<file path="config.mk">
export PLATFORM = sky130hd
export DESIGN_NAME = int_timer
export DESIGN_NICKNAME = d
export VERILOG_FILES = /design/src/rtl/int_timer.sv
export SDC_FILE = /design/constraint.sdc
export NUM_CORES = 1
export LEC_CHECK = 0
export CAP_MARGIN = 15
export CORE_ASPECT_RATIO = 1.25
export CORE_UTILIZATION = 45
export CTS_BUF_LIST = sky130_fd_sc_hd__clkbuf_8
export DETAILED_ROUTE_END_ITERATION = 10
export GPL_ROUTABILITY_DRIVEN = 0
export PLACE_DENSITY = 0.75
export SYNTH_ARGS = -nofsm -noshare
export SYNTH_HDL_FRONTEND = slang
export SYNTH_SLANG_ARGS = --single-unit
</file>
<file path="constraint.sdc">
create_clock -name clk -period 7.2 [get_ports clk]
set_clock_uncertainty 0.1 [all_clocks]
set_input_delay 1.44 -clock clk [delete_from_list [all_inputs] [get_ports clk]]
set_output_delay 1.44 -clock clk [all_outputs]
set_load 0.02 [all_outputs]
</file>
<file path="src/rtl/int_timer.sv">
// Memory-mapped 32-bit down-counting timer with one-shot / auto-reload modes and a
// maskable level interrupt.
module int_timer (
    input  logic        clk,
    input  logic        reset,
    input  logic [1:0]  addr,
    input  logic        we,
    input  logic [31:0] din,
    output logic [31:0] dout,
    output logic        irq
);

    typedef enum logic [1:0] {StIdle, StLoad, StCnt, StInt} state_e;

    state_e      state_q, state_d;
    logic [31:0] count_q, count_d;
    logic [31:0] preset_q, preset_d;
    logic        en_q, en_d;
    logic [1:0]  mode_q, mode_d;
    logic        im_q, im_d;
    logic        flag_q, flag_d;

    logic wr_ctrl, wr_preset, auto_reload;

    assign wr_ctrl     = we && (addr == 2'd0);
    assign wr_preset   = we && (addr == 2'd1);
    assign auto_reload = (mode_q == 2'b01);

    always_comb begin
        state_d  = state_q;
        count_d  = count_q;
        preset_d = preset_q;
        en_d     = en_q;
        mode_d   = mode_q;
        im_d     = im_q;
        flag_d   = flag_q;

        unique case (state_q)
            StIdle: begin
                if (en_q) state_d = StLoad;
            end
            StLoad: begin
                count_d = preset_q;
                state_d = StCnt;
            end
            StCnt: begin
                if (!en_q) begin
                    state_d = StIdle;
                end else if (count_q > 32'd1) begin
                    count_d = count_q - 32'd1;
                end else begin
                    // A preset of 0 lands here too, so it behaves like a preset of 1.
                    count_d = '0;
                    flag_d  = 1'b1;
                    state_d = StInt;
                end
            end
            StInt: begin
                if (auto_reload) begin
                    flag_d  = 1'b0;
                    state_d = StLoad;
                end else begin
                    en_d    = 1'b0;
                    state_d = StIdle;
                end
            end
            default: state_d = StIdle;
        endcase

        // Host writes come last so they override the FSM's EN clear and flag update.
        if (wr_ctrl) begin
            en_d   = din[0];
            mode_d = din[2:1];
            im_d   = din[3];
            flag_d = 1'b0;
        end
        if (wr_preset) begin
            preset_d = din;
            flag_d   = 1'b0;
        end
    end

    always_ff @(posedge clk or negedge reset) begin
        if (!reset) begin
            state_q  <= StIdle;
            count_q  <= '0;
            preset_q <= '0;
            en_q     <= 1'b0;
            mode_q   <= 2'b00;
            im_q     <= 1'b0;
            flag_q   <= 1'b0;
        end else begin
            state_q  <= state_d;
            count_q  <= count_d;
            preset_q <= preset_d;
            en_q     <= en_d;
            mode_q   <= mode_d;
            im_q     <= im_d;
            flag_q   <= flag_d;
        end
    end

    always_comb begin
        dout = '0;
        unique case (addr)
            2'd0:    dout = {28'd0, im_q, mode_q, en_q};
            2'd1:    dout = preset_q;
            2'd2:    dout = count_q;
            default: dout = '0;
        endcase
    end

    assign irq = flag_q & im_q;

endmodule

</file>
==> results of run 1 <==
cells by family (layout without fill, tap and decap cells):
kind of cell               Yosys count  after routing  synth area share
AOI/OAI and AO/OA                  123            123             0.230
adders and majority gates            2              2           0.00627
buffers and inverters               35            100            0.0376
DFF                                 71             71             0.445
muxes                               41             41             0.114
and+or+nand+nor                    120            120             0.167
registers in the layout (all words and copies together), names as in the netlist:
name / flops
im_q: 1
preset_q: 32
mode_q: 2
state_q: 2
en_q: 1
count_q: 32
flag_q: 1
power breakdown:
group | total, W | switching [W] | internal (W)
combinational | 0.000714 | 0.000388 | 0.000326
clock | 0.000282 | 0.000150 | 0.000132
sequential | 0.000712 | 0.000184 | 0.000528
total | 0.00171 | 0.000722 | 0.000986
cell usage after synthesis, types with 2 or more instances:
master      n
a31oi_1     5
or4_4       2
o2bb2ai_1   2
o31a_1      3
dfrtp_1    71
nand3_1     9
mux2i_1     6
o211ai_1   10
nor2_1     13
nor2b_1     6
buf_1       3
a221o_1     5
clkbuf_1   21
a211o_1     3
a22o_1     31
or3_1       5
nor4b_1     2
o21ai_0    19
mux2_2     35
nand2_1    28
and3_1      3
or4_1       8
nand4_1     3
a21oi_1    11
nor4_1     11
o31ai_1     4
ha_1        2
o22ai_1     2
or2_2       5
nand4b_1    2
nand2b_1    6
nor3_1     10
o21ai_1     4
a22oi_1    10
and2_1      4
inv_1       8
o311ai_0    7
buf_6       2
layout by cell type (no fill, tap or decap), drive strengths merged, types with 9 or more instances in the layout:
| cell type | instances |
|---|---|
| nand2 | 28 |
| o21ai | 23 |
| a22o | 31 |
| nor2 | 13 |
| nor4 | 11 |
| a22oi | 10 |
| nor3 | 10 |
| nand3 | 9 |
| mux2 | 35 |
| dfrtp | 71 |
| clkdlybuf4s50 | 68 |
| o211ai | 10 |
| clkbuf | 10 |
| a21oi | 11 |
| inv | 9 |
| or4 | 10 |
cell type report:
| cell class | count | area (um^2) | share of cell area |
|---|---|---|---|
| Inverter | 8 | 30.0 | 0.00607 |
| Multi-Input combinational cell | 286 | 2080 | 0.420 |
| Timing Repair Buffer | 76 | 738 | 0.149 |
| Clock buffer | 10 | 138 | 0.0278 |
| Sequential cell | 71 | 1780 | 0.359 |
| Clock inverter | 6 | 37.5 | 0.00758 |
| Tap cell | 120 | 150 | 0.0303 |
worst max-delay path, delay by kind of cell:
family	cells	cell delay (ps)
compound gates	1	80
simple gates	2	660
buf+inv	3	1560
final timing paths:
kind / from / end / slack (ps) / cells past startpoint
worst max-delay path: addr[0] / dout[1] / 1910 / 6
worst min-delay path: preset_q[17]$_DFFE_PN0P_ / preset_q[17]$_DFFE_PN0P_ / 420 / 1
worst max register to register: count_q[25]$_DFFE_PN0P_ / count_q[7]$_DFFE_PN0P_ / 3950 / 5
worst min register to register: preset_q[17]$_DFFE_PN0P_ / preset_q[17]$_DFFE_PN0P_ / 420 / 1
max in group asynchronous: reset / count_q[1]$_DFFE_PN0P_ / 5220 / 2
min in group asynchronous: reset / preset_q[19]$_DFFE_PN0P_ / 1190 / 2
stage by stage:
stage | area (um^2) | setup WS (ps) | power, W | std cells | hold WS, ps
2_1_floorplan | 3990 | 2960 | 0.00117 | 392 | 366
3_3_place_gp | 4780 | 1920 | 0.00140 | 561 | 414
3_5_place_dp | 4780 | 1890 | 0.00143 | 561 | 415
4_1_cts | 4950 | 1880 | 0.00171 | 577 | 429
5_1_grt | 4950 | 1750 | 0.00182 | 577 | 453
6_report | 4950 | 1910 | 0.00171 | 577 | 425
layer usage:
metal | routed length (um) | global-route usage
met1 | 4280 | 0.296
met2 | 5280 | 0.400
met3 | 499 | 0.0468
met4 | 272 | 0.104
met5 | 0 | 0
==> impl_metrics.ini, run 1 <==
[floorplan]
die_w_um = 86.2
io_pins = 70
core-area_mm2 = 0.00865
dieArea_mm2 = 0.00925
rows = 38
fp.dieH_um = 107
start_util = 0.461

[logic_synthesis]
seq_area_frac_synth = 0.445
synth-edff-count = 0
yosys_register_bits = 71
yosysTopAreaCell = dfrtp_1
synth_area_leaders = dfrtp_1 (45%), mux2_2 (9.9%), a22o_1 (6.8%)
async_flop_share = 1.00
synth_cell_types = 49
syn_inst = 392
ys.warnings.count = 0
synth_nets = 431
yosysTopAreaCellShare = 0.445
synth_area_per_cell_um2 = 10.2
netlist_area_mm2 = 0.00399
ys.flop_type = dfrtp_1

[worst_setup_path]
crit_required_ps = 5660
worstSetupPathType = input pin to output pin
crit_arrival_ps = 3750
max_stage_delay_ps = 630
cpMostUsedCell = clkdlybuf4s50_1
cpMaxStageDelayCell = clkdlybuf4s50_1
worstSetupEndpointType = output pin
crit_fanout = 18
startpoint_type = input pin
path_cells = clkdlybuf4s50_1 > nor2b_2 > buf_4 > nand2_1 > o21ai_0 > clkdlybuf4s50_1

[clocking]
cts_setup_buffers = 0
holdBufCountCts = 0
cts.sinks = 71
ctsResizeCount = 0
numCtsBuffers = 9
htree_levels = 3
clkTransAtPathRegs_ps = 60
clock_latency_ps = 350
cts-root-buf = clkbuf_8
clock_path_buffers = 2
cts_tree = built

[finish]
syn_to_final_growth_pct = 24.0
diodes = 0
fin_util = 0.572
fillers = 794
nets = 491
drive_above_1_share = 0.153

[grt]
grt_pass1_vias = 3477
grt_start_max_net_pins = 72
grt-ovfl-total = 0
antenna_found_initial = 0
grt_use_total = 0.238
grt_pass1_wl_um = 17200

[timing]
fin_crit_sh = 0.735
rsz0062_at_grt = no
finalMaxSlewViolations = 0
slew_headroom = 0.322
clock.fmax_mhz = 189
setup_viol = 0
fin_setup_tns_ps = 0
hold_viol = 0
min_period_ps = 5290
worst_slew_pin_slew_ps = 1020

[detailed_routing]
drc = 0
drtPass1Iterations = 5
routedWlPerCell_um = 17.9
via_per_inst = 6.21
finalWirelength_um = 10300
drtIter0Drc = 271
antenna_left = 0
vias = 3581

[pwr]
irDropWorstVdd_uv = 163
p_leak_nw = 1.95
power_density_mw_per_mm2 = 345

[placement]
dp_hpwl_um = 7210
io_buffers = 69

[min_path]
hp-class = flip-flop to flip-flop

[run]
maxCapViolCount = 0

[status]
status = complete, no violations
Power figures use the tool's default switching activity.
==> run 2: changes to the inputs <==
- clock period: 7.2 -> 5.4 ns (I/O delays scaled with it)
==> impl_metrics.ini, run 2 (synthesis gave the netlist of run 1 again) <==
[status]
status = complete, no violations

[worst_setup_path]
max_stage_delay_ps = 650
r2r_end = count_q[6]$_DFFE_PN0P_
worst-path-buf-inv = 3
worst_r2r_path_depth = 5
crit_fanout = 28
worstSetupPathType = input pin to output pin
path_cells = clkdlybuf4s50_1 > nor2b_2 > buf_4 > a22o_1 > clkdlybuf4s50_1
cpMostUsedCell = clkdlybuf4s50_1
crit_family = buffers and inverters
r2r_start = count_q[5]$_DFFE_PN0P_
cpMaxStageDelayCell = clkdlybuf4s50_1
crit_required_ps = 4220
rrSetupSlack_ps = 2090
startpoint_type = input pin
crit_arrival_ps = 3070
worstSetupEndpointType = output pin

[clocking]
clock_latency_ps = 350
clock_path_buffers = 2
cts_tree = built
htree_levels = 3
clkTransAtPathRegs_ps = 80
cts-root-buf = clkbuf_8
ctsResizeCount = 0
cts.sinks = 71
holdBufCountCts = 0
cts_setup_buffers = 0
numCtsBuffers = 9

[grt]
antenna_found_initial = 0
grt_start_max_net_pins = 38
grt-ovfl-total = 0
grt_pass1_vias = 3534
grt_pass1_wl_um = 17300
grt_use_total = 0.241

[pwr]
p_leak_nw = 1.97
irDropWorstVdd_uv = 174
p_total_w = 0.00232
power_density_mw_per_mm2 = 467

[timing]
finalMaxSlewViolations = 0
worst_slew_pin_slew_ps = 1040
fin_crit_sh = 0.788
rsz0062_at_grt = no
setup_viol = 0
slew_headroom = 0.308
whs_ps = 411
hold_viol = 0
min_period_ps = 4250
fin_setup_tns_ps = 0
clock.fmax_mhz = 235

[finish]
mostFrequentLayoutCell = dfrtp_1
final_area_mm2 = 0.00497
largestRegisters = count_q: 32 flops, preset_q: 32 flops
fin_util = 0.575
nets = 492
diodes = 0
final_cell_mix = dfrtp_1 (71), clkdlybuf4s50_1 (68), mux2_2 (35)
drive_above_1_share = 0.155
syn_to_final_growth_pct = 24.6

[floorplan]
core-area_mm2 = 0.00865
io_pins = 70
start_util = 0.461
dieArea_mm2 = 0.00925
die_w_um = 86.2
rows = 38
fp.dieH_um = 107

[placement]
dp_hpwl_um = 7330
io_buffers = 69
placed_cell_area_mm2 = 0.00478

[detailed_routing]
via_per_inst = 6.24
drtIter0Drc = 351
drtPass1Iterations = 5
drc = 0
antenna_left = 0
vias = 3606
finalWirelength_um = 10700
routedWlPerCell_um = 18.6

[min_path]
worstHoldPathCells = 2
hp-class = flip-flop to flip-flop
worstHoldStart = preset_q[24]$_DFFE_PN0P_
worstHoldEndpoint = count_q[24]$_DFFE_PN0P_

[run]
maxCapViolCount = 0
-- run 2: report_power, final --
part           leakage (nW)  internal [W]  switching, W
sequential            0.863      0.000703      0.000246
combinational          1.00      0.000435      0.000523
clock                 0.100      0.000210      0.000203
-- run 2: final cells by class --
cell class	count	area, um^2
Fill cell	800	3680
Multi-Input combinational cell	286	2080
Sequential cell	71	1780
Timing Repair Buffer	77	746
Tap cell	120	150
Clock buffer	9	124
Clock inverter	7	65.1
Inverter	8	30.0
-- run 2: worst max-delay path by stage --
stage,slack [ps],to,start,cells past startpoint
global placement,1180,dout[9],addr[1],5
global route,1070,dout[11],addr[1],5
detailed placement,1150,dout[11],addr[1],5
CTS,1140,dout[11],addr[1],5
floorplan,1880,dout[10],addr[1],5
finish,1150,dout[11],addr[1],5
-- run 2: metrics by stage --
stage	worst slack, ps	cells
CTS	1140	578
floorplan	1880	392
global route	1070	578
global placement	1180	562
detailed placement	1150	562
finish	1150	578
-- run 2: routing by layer --
metal  wire length [um]  vias to the layer above  global-route usage
li1                   -                     1642                   -
met1               4420                     1808               0.303
met2               5490                      128               0.406
met3                490                       28              0.0376
met4                320                        0               0.113
met5                  0                        -                   0
-- run 2: worst min-delay path, delay by kind of cell (launching register included) --
kind               cells  cell delay, ps
AOI/OAI and AO/OA      1              60
and+or+nand+nor        1              50
DFF                    1             370
==> run 3: changes to the inputs <==
- clock period: 5.4 -> 4.2 ns (I/O delays scaled with it)
==> impl_metrics.ini, run 3 (synthesis gave the netlist of run 1 again) <==
[detailed_routing]
routedWlPerCell_um = 18.0
drc = 1
drtPass1Iterations = 8
vias = 3578
antenna_left = 0
drtIter0Drc = 334
finalWirelength_um = 10500
via_per_inst = 6.14

[placement]
io_buffers = 69
dp_slack_ps = 446
dp_hpwl_um = 7340

[worst_setup_path]
worstSetupEndpointType = output pin
crit_family = buffers and inverters
crit_fanout = 28
worst-path-buf-inv = 3
worst_r2r_path_depth = 5
crit_arrival_ps = 2820
worstSetupPathType = input pin to output pin
r2r_start = count_q[10]$_DFFE_PN0P_
crit_required_ps = 3260
path_cells = clkdlybuf4s50_1 > nor2b_2 > buf_4 > a22o_1 > clkdlybuf4s50_1
max_stage_delay_ps = 660
r2r_end = count_q[6]$_DFFE_PN0P_
rrSetupSlack_ps = 1100
cpMostUsedCell = clkdlybuf4s50_1
cpMaxStageDelayCell = clkdlybuf4s50_1
startpoint_type = input pin

[min_path]
worstHoldPathCells = 2
worstHoldEndpoint = count_q[24]$_DFFE_PN0P_
worstHoldStart = preset_q[24]$_DFFE_PN0P_
hp-class = flip-flop to flip-flop

[floorplan]
fp.dieH_um = 107
start_util = 0.461
io_pins = 70
core-area_mm2 = 0.00865
rows = 38
dieArea_mm2 = 0.00925
die_w_um = 86.2

[timing]
fin_crit_sh = 0.896
slew_headroom = 0.442
min_period_ps = 3760
hold_viol = 0
setup_viol = 0
clock.fmax_mhz = 266
worst_slack_ps = 436
fin_setup_tns_ps = 0
worst_slew_pin_slew_ps = 837
finalMaxSlewViolations = 0
rsz0062_at_grt = no

[grt]
grt-ovfl-total = 0
grt_pass1_vias = 3434
grt_pass1_wl_um = 17000
grt_start_max_net_pins = 37
grt_use_total = 0.238
antenna_found_initial = 0

[clocking]
htree_levels = 3
clock_path_buffers = 2
clkTransAtPathRegs_ps = 70
cts-root-buf = clkbuf_8
numCtsBuffers = 9
cts_setup_buffers = 0
cts.sinks = 71
cts_tree = built
ctsResizeCount = 0
holdBufCountCts = 0
clock_latency_ps = 350

[pwr]
power_density_mw_per_mm2 = 599
irDropWorstVdd_uv = 314
p_leak_nw = 2.00
p_total_w = 0.00301

[status]
failed_checks = DRC
status = complete, but fails checks

[finish]
mostFrequentLayoutCell = dfrtp_1
drive_above_1_share = 0.162
syn_to_final_growth_pct = 25.7
nets = 497
fin_util = 0.580
final_cell_mix = dfrtp_1 (71), clkdlybuf4s50_1 (68), mux2_2 (35)
fillers = 786
diodes = 0
largestRegisters = count_q: 32 flops, preset_q: 32 flops

[run]
maxCapViolCount = 0
-- run 3: layer usage --
| metal | part of all wire | vias up | GRT usage |
|---|---|---|---|
| met5 | 0 | - | 0 |
| met4 | 0.020 | 0 | 0.114 |
| met3 | 0.050 | 20 | 0.0391 |
| met2 | 0.51 | 129 | 0.395 |
| met1 | 0.42 | 1779 | 0.301 |
| li1 | - | 1650 | - |
-- run 3: worst max path at each step --
stage	from	endpoint	slack [ps]	cells past startpoint
after floorplan	addr[1]	dout[10]	1160	5
after global placement	addr[1]	dout[14]	470	5
after detailed placement	addr[1]	dout[14]	450	5
after CTS	addr[1]	dout[10]	440	5
after global routing	addr[1]	dout[17]	300	5
final	addr[1]	dout[17]	440	5
-- run 3: where the power goes --
group / leakage, nW / switching (W) / internal [W]
combinational: 1.03 / 0.000669 / 0.000582
sequential: 0.863 / 0.000314 / 0.000905
clock: 0.108 / 0.000253 / 0.000283
total: 2.00 / 0.00124 / 0.00177
-- run 3: layout make-up --
class                   instances  area, um^2  area share
inverters                       8        30.0     0.00599
flip-flops and latches         71        1780       0.354
clock inverters                 6        52.6      0.0105
clock buffers                  10         138      0.0274
well taps                     120         150      0.0299
repair buffers                 82         796       0.159
multi-input cells             286        2070       0.413
-- run 3: stage by stage --
stage | instances | cell area [um^2] | hold WS, ps
5_1_grt | 583 | 5020 | 451
2_1_floorplan | 392 | 3990 | 366
3_5_place_dp | 567 | 4830 | 411
6_report | 583 | 5020 | 428
3_3_place_gp | 567 | 4830 | 398
4_1_cts | 583 | 5020 | 426
-- run 3: tightest hold or removal path, stage by stage (launching register included) --
cell and delay (ps):
dfrtp_1 370, nand2_1 50, o21ai_0 60
